===== src/rtl/rs232_tx_arbiter.sv =====
// Round-robin arbiter sharing one RS232 byte transmitter among NREQ requesters.
// Define TX_ARB_TAG_EN to send an ASCII tag byte ('0'..'7') ahead of every data byte.
module rs232_tx_arbiter #(
    parameter int NREQ          = 4,
    parameter int START_TIMEOUT = 16
) (
    input  logic              clk,
    input  logic              rst_n,
    input  logic [NREQ-1:0]   req,
    input  logic [8*NREQ-1:0] data,
    output logic [NREQ-1:0]   ack,
    output logic [NREQ-1:0]   err,
    output logic [7:0]        tx_data,
    output logic              tx_start,
    input  logic              tx_busy,
    output logic [2:0]        grant_id,
    output logic              active
);

    typedef enum logic [1:0] {
        ST_IDLE  = 2'd0,
        ST_START = 2'd1,
        ST_BUSY  = 2'd2,
        ST_DONE  = 2'd3
    } state_t;

    state_t          state_r;
    logic [2:0]      ptr_r;
    logic [2:0]      grant_r;
    logic [7:0]      cnt_r;
    logic [7:0]      tx_data_r;
    logic [NREQ-1:0] ack_r;
    logic [NREQ-1:0] err_r;
    logic            tx_start_r;
    logic            active_r;
`ifdef TX_ARB_TAG_EN
    logic [7:0]      byte_r;
    logic            phase_r;
`endif

    logic [NREQ-1:0] rot_s;
    logic [2:0]      off_s;
    logic [3:0]      sum_s;
    logic [2:0]      pick_s;
    logic [7:0]      pick_byte_s;

    function automatic logic [NREQ-1:0] grant_mask(input logic [2:0] g);
        return {{(NREQ-1){1'b0}}, 1'b1} << g;
    endfunction

    // Rotate requests so the pointer sits at bit 0, take the lowest set bit, map back to an index.
    always_comb begin
        rot_s = (req >> ptr_r) | (req << (NREQ - int'(ptr_r)));
        off_s = 3'd0;
        for (int k = NREQ - 1; k >= 0; k--) begin
            off_s = rot_s[k] ? 3'(k) : off_s;
        end
        sum_s  = {1'b0, ptr_r} + {1'b0, off_s};
        pick_s = (sum_s >= 4'(NREQ)) ? 3'(sum_s - 4'(NREQ)) : sum_s[2:0];
        pick_byte_s = 8'h00;
        for (int k = 0; k < NREQ; k++) begin
            pick_byte_s = (3'(k) == pick_s) ? data[8*k +: 8] : pick_byte_s;
        end
    end

    // Transfer sequencer: grant, start strobe with timeout, busy wait, ack/err pulse.
    always_ff @(posedge clk) begin
        if (!rst_n) begin
            state_r    <= ST_IDLE;
            ptr_r      <= 3'd0;
            grant_r    <= 3'd0;
            cnt_r      <= 8'd0;
            tx_data_r  <= 8'h00;
            ack_r      <= '0;
            err_r      <= '0;
            tx_start_r <= 1'b0;
            active_r   <= 1'b0;
`ifdef TX_ARB_TAG_EN
            byte_r     <= 8'h00;
            phase_r    <= 1'b0;
`endif
        end else begin
            ack_r <= '0;
            err_r <= '0;
            case (state_r)
                ST_IDLE: begin
                    if (|req) begin
                        grant_r    <= pick_s;
                        active_r   <= 1'b1;
                        tx_start_r <= 1'b1;
                        cnt_r      <= 8'd0;
                        state_r    <= ST_START;
`ifdef TX_ARB_TAG_EN
                        tx_data_r  <= 8'h30 + {5'd0, pick_s};
                        byte_r     <= pick_byte_s;
                        phase_r    <= 1'b0;
`else
                        tx_data_r  <= pick_byte_s;
`endif
                    end
                end
                ST_START: begin
                    // A transmitter already busy on entry counts as acceptance.
                    if (tx_busy) begin
                        tx_start_r <= 1'b0;
                        state_r    <= ST_BUSY;
                    end else if (cnt_r == 8'(START_TIMEOUT - 1)) begin
                        tx_start_r <= 1'b0;
                        ack_r      <= grant_mask(grant_r);
                        err_r      <= grant_mask(grant_r);
                        state_r    <= ST_DONE;
                    end else begin
                        cnt_r <= cnt_r + 8'd1;
                    end
                end
                ST_BUSY: begin
                    if (!tx_busy) begin
`ifdef TX_ARB_TAG_EN
                        if (!phase_r) begin
                            phase_r    <= 1'b1;
                            tx_data_r  <= byte_r;
                            tx_start_r <= 1'b1;
                            cnt_r      <= 8'd0;
                            state_r    <= ST_START;
                        end else begin
                            ack_r   <= grant_mask(grant_r);
                            state_r <= ST_DONE;
                        end
`else
                        ack_r   <= grant_mask(grant_r);
                        state_r <= ST_DONE;
`endif
                    end
                end
                ST_DONE: begin
                    ptr_r    <= (grant_r == 3'(NREQ - 1)) ? 3'd0 : grant_r + 3'd1;
                    active_r <= 1'b0;
                    state_r  <= ST_IDLE;
                end
                default: begin
                    state_r <= ST_IDLE;
                end
            endcase
        end
    end

    assign ack      = ack_r;
    assign err      = err_r;
    assign tx_data  = tx_data_r;
    assign tx_start = tx_start_r;
    assign grant_id = grant_r;
    assign active   = active_r;

endmodule


===== config.mk =====
export PLATFORM = sky130hd
export DESIGN_NAME = rs232_tx_arbiter
export DESIGN_NICKNAME = d
export VERILOG_FILES = /design/src/rtl/rs232_tx_arbiter.sv
export SDC_FILE = /design/constraint.sdc
export NUM_CORES = 1
export LEC_CHECK = 0
export ABC_AREA = 1
export CAP_MARGIN = 20
export CORE_MARGIN = 4
export CORE_UTILIZATION = 35
export CTS_BUF_LIST = sky130_fd_sc_hd__clkbuf_16
export CTS_CLUSTER_SIZE = 25
export DETAILED_ROUTE_END_ITERATION = 8
export PLACE_DENSITY_LB_ADDON = 0.15
export SLEW_MARGIN = 20
export SYNTH_ARGS = -nofsm -noshare
export SYNTH_HDL_FRONTEND = slang
export SYNTH_SLANG_ARGS = --single-unit

===== constraint.sdc =====
create_clock -name clk -period 5.9 [get_ports clk]
set_clock_uncertainty 0.1 [all_clocks]
set_input_delay 1.18 -clock clk [delete_from_list [all_inputs] [get_ports clk]]
set_output_delay 1.18 -clock clk [all_outputs]
set_load 0.02 [all_outputs]

==> impl_results.md, run 1 <==
* Run status: finished clean
* Post-Syn Area per Cell at 6.45 um^2
* Clock tree from TritonCTS: yes
* Hold-fix buffers, CTS at 0
* Final Core Density at between 40 and 50%
* Clk_lat worst skew at around 0.27 ns
* Post-synthesis to final-layout area growth at 34.8%
* CP max FO at 13
* DR pass1 iterations at 4
* Area leader, netlist: dfxtp_1
* Worst path arrival time at about 4.1 ns
* Cell Pwr Density at 431 nW/um^2
* Register-to-Register Setup Slack at between 2 and 2.5 ns
* Synth warn at 0
* Synth cell count leaders: nand2_1 (69), nor2_1 (52), inv_1 (45), nand3_1 (45), dfxtp_1 (34)
* Worst Max-Slew Pin Slew at between 0.5 and 0.6 ns
* PostCTS Resize Cnt at 0
* Share of cells above drive strength 1 at under 10%
* Crit-path slowest cell: clkdlybuf4s50_1
* Total power at about 1300 uW
* Setup TNS at 0 ns
* DRC violation count after routing at 0
* Die Area at 7680 um^2
* Worst-path clk slew at roughly 0.05 ns
* End of the critical path: tx_data[4]
* Unrepaired setup endpoints after global routing: no
* # IOs at 60
* Placed Area at between 2000 and 3000 um^2
* Site row count at 28
* Core area at 6030 um^2
* Initial DRC Count at between 90 and 100
* Setup CP Type: in2reg
* Diodes inserted at 0
* Post-route insts no fill at approximately 480
* Yosys cell types at 31
* Most frequent CP cell: nand2_1
* Placed Instances at 470
* CP cell instances: clkdlybuf4s50_1 > nand2_1 > o21ai_1 > nand2_1 > nand2_1 > nand2_1 > a21oi_1 > ha_1 > inv_1 > fa_1 > inv_1 > nor2_1 > nand3_1 > nand3_1 > nand2_1 > a21oi_1
* Syn Inst Count at between 300 and 400
* Total GRT Usage at 15.2%
* Top post-synthesis cells by area: dfxtp_1 (31%), nand2_1 (12%), nand3_1 (10%)
* Post-DP HPWL at 4350 um
* Mapped cell area at 2220 um^2
* Maximum vdd drop at 0.224 mV
* Final nets at around 450
* Clock root cell: clkbuf_16
* Worst R2R End: tx_data[4]
* HP Class: reg2reg
* PortBufs at 59
* RD Place Congestion at 0.872
* CTS sink count at 34
* CP Capture Type: register
* Via density at just under 5
* Antenna-violating nets left at 0
* Max H-tree Level at 2
* Most used DFF post-synth: dfxtp_1
* CP bufs+invs at 3
* # Post-CTS Setup Buffers at 0
* Grt total ovfl at 0
* TritonCTS buffer count at 5
* Cell family with most CP delay: simple AND/OR/NAND/NOR gates
* Max Freq at between 200 and 300 MHz
* Die Wd at ~88 um
* Synthesized Nets at slightly below 400
* Vias in the first global route at approximately 2200
* Total Wirelength at about 5600 um
* Die H at about 88 um
* Asr flop ratio synth at 0%
* Final instance area at about 3000 um^2
* Worst EP required at approximately 6.0 ns
* Max-slew violation count at 0
* Clock tree buffer depth at 2
* Crit start category: input port
* Final min period at between 3 and 4 ns
* Synthesis-stage register bit count at 34
* Initial Util at a little under two fifths
* Sequential area share after synthesis at 30.7%
* First-pass GRT wire length at 9580 um
* Vias at ~2400
* Max Cap Viol at 0
* Largest net degree at the start of global routing at 29
* Final Hold Viols at 0
* Post-synth EDFFs at 0
* Slew Limit Headroom at 61.6%
* CP startpoint: req[1]
* Share of the synthesized area in the top cell type at between 30 and 40%
* Initial antenna violation count at 0
* Max incr delay on CP at a little over 0.5 ns
* Crit share post-route at between 60% and 70%
* Worst R2R Path Depth at 20
* WP depth at 16
* Avg WL per Cell at around 12 um
* Final setup violation count at 0
* R2r startpoint: ptr_r[1]
* Total leakage power at about 0.0013 uW
* Cell with the most instances after synthesis: nand2_1
## worst reg2reg max path, stage by stage, from the launching register on
cell and delay [ns]:
dfxtp_1 0.49, inv_1 0.15, ha_1 0.25, inv_1 0.08, nand2_1 0.06, nand2_1 0.08
nor2_2 0.04, nand2_1 0.06, nand2_1 0.05, nor2_1 0.17, nand2_1 0.08, a21oi_1 0.14
ha_1 0.18, inv_1 0.05, fa_1 0.50, inv_1 0.18, nor2_1 0.43, nand3_1 0.13
nand3_1 0.10, nand2_1 0.05, a21oi_1 0.10
## final cells by class
cell class	count	area, um^2
Sequential cell	34	681
Fill cell	638	3030
Timing Repair Buffer	59	591
Inverter	47	176
Multi-Input combinational cell	255	1310
Tap cell	75	93.8
Clock buffer	5	125
Clock inverter	3	12.5
## per-layer routing
layer / share of wire (%) / GRT usage (%) / routed length (um)
met3: 7.2 / 3.86 / 405
met4: 0.68 / 3.49 / 38
met2: 46 / 25.8 / 2560
met1: 46 / 19.4 / 2600
met5: 0 / 0 / 0
## cell families after synthesis
logic type	Yosys count	synth area share (%)
buffers and inverters	55	10.1
adders and majority gates	13	7.67
and+or+nand+nor	192	39.1
DFF	34	30.7
AOI/OAI and AO/OA	48	11.7
xor gates and xnor gates	2	0.789
## state kept, by name, summed over array words and instances, names as in the netlist
name,cells
ack,4
active,1
cnt_r,8
err,4
grant_id,3
ptr_r,3
state_r,2
tx_data,8
tx_start,1
## power breakdown
part | internal, uW | switching (uW)
registers | 280 | 45.8
logic | 278 | 447
clock network | 152 | 87.7
## metrics by stage
| stage | worst slack [ns] | hold slack (ns) |
|---|---|---|
| 6_report | 1.93 | 0.370 |
| 3_3_place_gp | 1.78 | 0.354 |
| 5_1_grt | 1.53 | 0.388 |
| 2_1_floorplan | 2.63 | 0.362 |
| 3_5_place_dp | 1.67 | 0.362 |
| 4_1_cts | 1.94 | 0.374 |
## how the worst min path moves through the flow
stage / from / endpoint / slack (ns) / cells after the start
global route: tx_start / tx_start / 0.39 / 2
CTS: tx_start / tx_start / 0.37 / 2
finish: tx_start / tx_start / 0.37 / 2
floorplan: cnt_r[1] / cnt_r[1] / 0.36 / 2
detailed placement: tx_start / tx_start / 0.36 / 2
global placement: tx_start / tx_start / 0.35 / 2
## cells in the final DEF (no fill, tap or decap), drive strengths merged
cell type / Yosys / layout
nor3: 1 / 1
nor3b: 1 / 1
o211a: 1 / 1
o21ai: 24 / 24
and2: 1 / 1
a21oi: 19 / 19
clkinv: 0 / 2
nand2: 72 / 72
o211ai: 4 / 4
clkdlybuf4s50: 0 / 59
fa: 1 / 1
nand3: 46 / 46
inv: 47 / 48
nor2: 57 / 57
ha: 12 / 12
xnor2: 1 / 1
nor2b: 1 / 1
xor2: 1 / 1
clkbuf: 2 / 5
dfxtp: 34 / 34
nand4: 13 / 13
Note: power is estimated with default switching activity, not from simulation.
==> run 2: changes to the inputs <==
Clock period 5.9 ns to 4.15 ns, I/O delays scaled along.
==> impl_results.md, run 2 (synthesis gave the netlist of run 1 again) <==
* Run status: finished clean
* Final Hold Viols at 0
* Hold-fix buffers, CTS at 0
* Total Wirelength at 5810 um
* Max-slew violation count at 0
* PortBufs at between 50 and 60
* Combinational group share of total power at a little under three fifths
* Die H at ~88 um
* RD Place Congestion at between 0.8 and 0.9
* Cell family with most CP delay: simple AND/OR/NAND/NOR gates
* Min Hold Slack at around 0.37 ns
* Net Sw Frac at between 40 and 50%
* Most frequent cells in the layout: nand2_1 (69), clkdlybuf4s50_1 (59), nor2_1 (52), inv_1 (47), nand3_1 (45)
* Total GRT Usage at 16.3%
* Grt total ovfl at 0
* Final setup violation count at 0
* TritonCTS buffer count at 5
* DRC violation count after routing at 0
* # Post-CTS Setup Buffers at 0
* Final min period at approximately 3.5 ns
* Max Cap Viol at 0
* Total leakage power at about 0.0013 uW
* Worst EP required at about 4.3 ns
* CP max FO at 8
* Worst Max-Slew Pin Slew at a little over 0.5 ns
* Setup CP Type: in2reg
* Maximum vdd drop at ~0.32 mV
* Worst-path clk slew at approximately 0.050 ns
* Site row count at 28
* Crit start category: input port
* Diodes inserted at 0
* Clock root cell: clkbuf_16
* Largest net degree at the start of global routing at 29
* Slew Limit Headroom at about two thirds
* CP cell instances: clkdlybuf4s50_1 > nand2_1 > nand2_1 > nand2_1 > nor2_1 > nor2_1 > nand2_1 > nand2_1 > a21oi_1 > ha_1 > inv_1 > fa_1 > inv_1 > nor2_1 > nand3_1 > nand3_1 > nand2_1 > a21oi_1
* CTS sink count at 34
* Most frequent CP cell: nand2_1
* Antenna-violating nets left at 0
* Crit share post-route at between 80% and 90%
* Max Freq at ~290 MHz
* Setup TNS at 0 ns
* Total power at roughly 1900 uW
* PostCTS Resize Cnt at 0
* Core area at around 6000 um^2
* Share of cells above drive strength 1 at 4.95%
* HP Class: reg2reg
* # IOs at 60
* Placed Area at between 2000 and 3000 um^2
* Final nets at approximately 460
* Clk_lat worst skew at 0.27 ns
* Max H-tree Level at 2
* CP Capture Type: register
* DR pass1 iterations at 4
* Via density at between 4 and 5
* Worst path arrival time at ~3.6 ns
* Crit-path slowest cell: clkdlybuf4s50_1
* Commonest non-fill, non-tap cell in the layout: nand2_1
* First-pass GRT wire length at 10100 um
* Final instance area at roughly 3000 um^2
* Initial DRC Count at 91
* Die Wd at between 80 and 90 um
* CP bufs+invs at 3
* Vias in the first global route at 2311
* Avg WL per Cell at about 12 um
* Cell Pwr Density at 617 nW/um^2
* Net switching power at approximately 830 uW
* Clock tree from TritonCTS: yes
* Post-DP HPWL at roughly 4500 um
* Post-synthesis to final-layout area growth at 35.3%
* Initial Util at 36.8%
* Clock tree buffer depth at 2
* Max incr delay on CP at around 0.50 ns
* Pint at approximately 1000 uW
* Unrepaired setup endpoints after global routing: no
* Clock Power Share at 18.0%
* Sequential Power Share at 24.9%
* Die Area at 7680 um^2
* Initial antenna violation count at 0
* Final Core Density at about half
* Vias at 2329
[run 2: changes by cell type in the layout (fill, tap and decap cells not counted)]
cell / change
clkinv_2: -1
inv_1: +1
clkinv_1: -1
buf_4: +2
[run 2: per-stage QoR]
stage	setup slack (ns)	cells
5_1_grt	0.223	479
4_1_cts	0.669	479
2_1_floorplan	1.23	344
3_5_place_dp	0.409	472
6_report	0.644	479
3_3_place_gp	0.492	472
[run 2: worst paths after layout]
path,startpoint,end,slack [ns],depth (start not counted)
hold / removal,tx_data[4],tx_data[4],0.37,2
setup reg to reg,ptr_r[0],tx_data[4],0.70,20
setup / recovery,req[2],tx_data[4],0.64,18
hold reg to reg,tx_data[4],tx_data[4],0.37,2
[run 2: power groups by stage]
stage | clock network [uW] | registers, uW | logic [uW]
floorplan | 0 | 510 | 691
finish | 333 | 462 | 1060
global placement | 0 | 467 | 1050
CTS | 342 | 462 | 1070
detailed placement | 0 | 466 | 1060
global route | 358 | 474 | 1210
[run 2: final cells by class]
class / instances / area, um^2
multi-input combinational: 255 / 1310
tap: 75 / 93.8
sequential: 34 / 681
timing repair buffer: 61 / 606
clock inverter: 2 / 7.51
fill: 620 / 3020
inverter: 47 / 176
clock buffer: 5 / 125
[run 2: tightest hold or removal path, cell delays in order (launching register included)]
cell and delay [ns]:
dfxtp_1 0.30, nand2_1 0.06, a21oi_1 0.06
[run 2: layer usage]
layer / GRT usage, % / vias to the layer above / wire (um)
li1: - / 1242 / -
met1: 19.3 / 1021 / 2600
met2: 28.6 / 59 / 2700
met3: 4.80 / 7 / 451
met4: 4.18 / 0 / 60
met5: 0 / - / 0
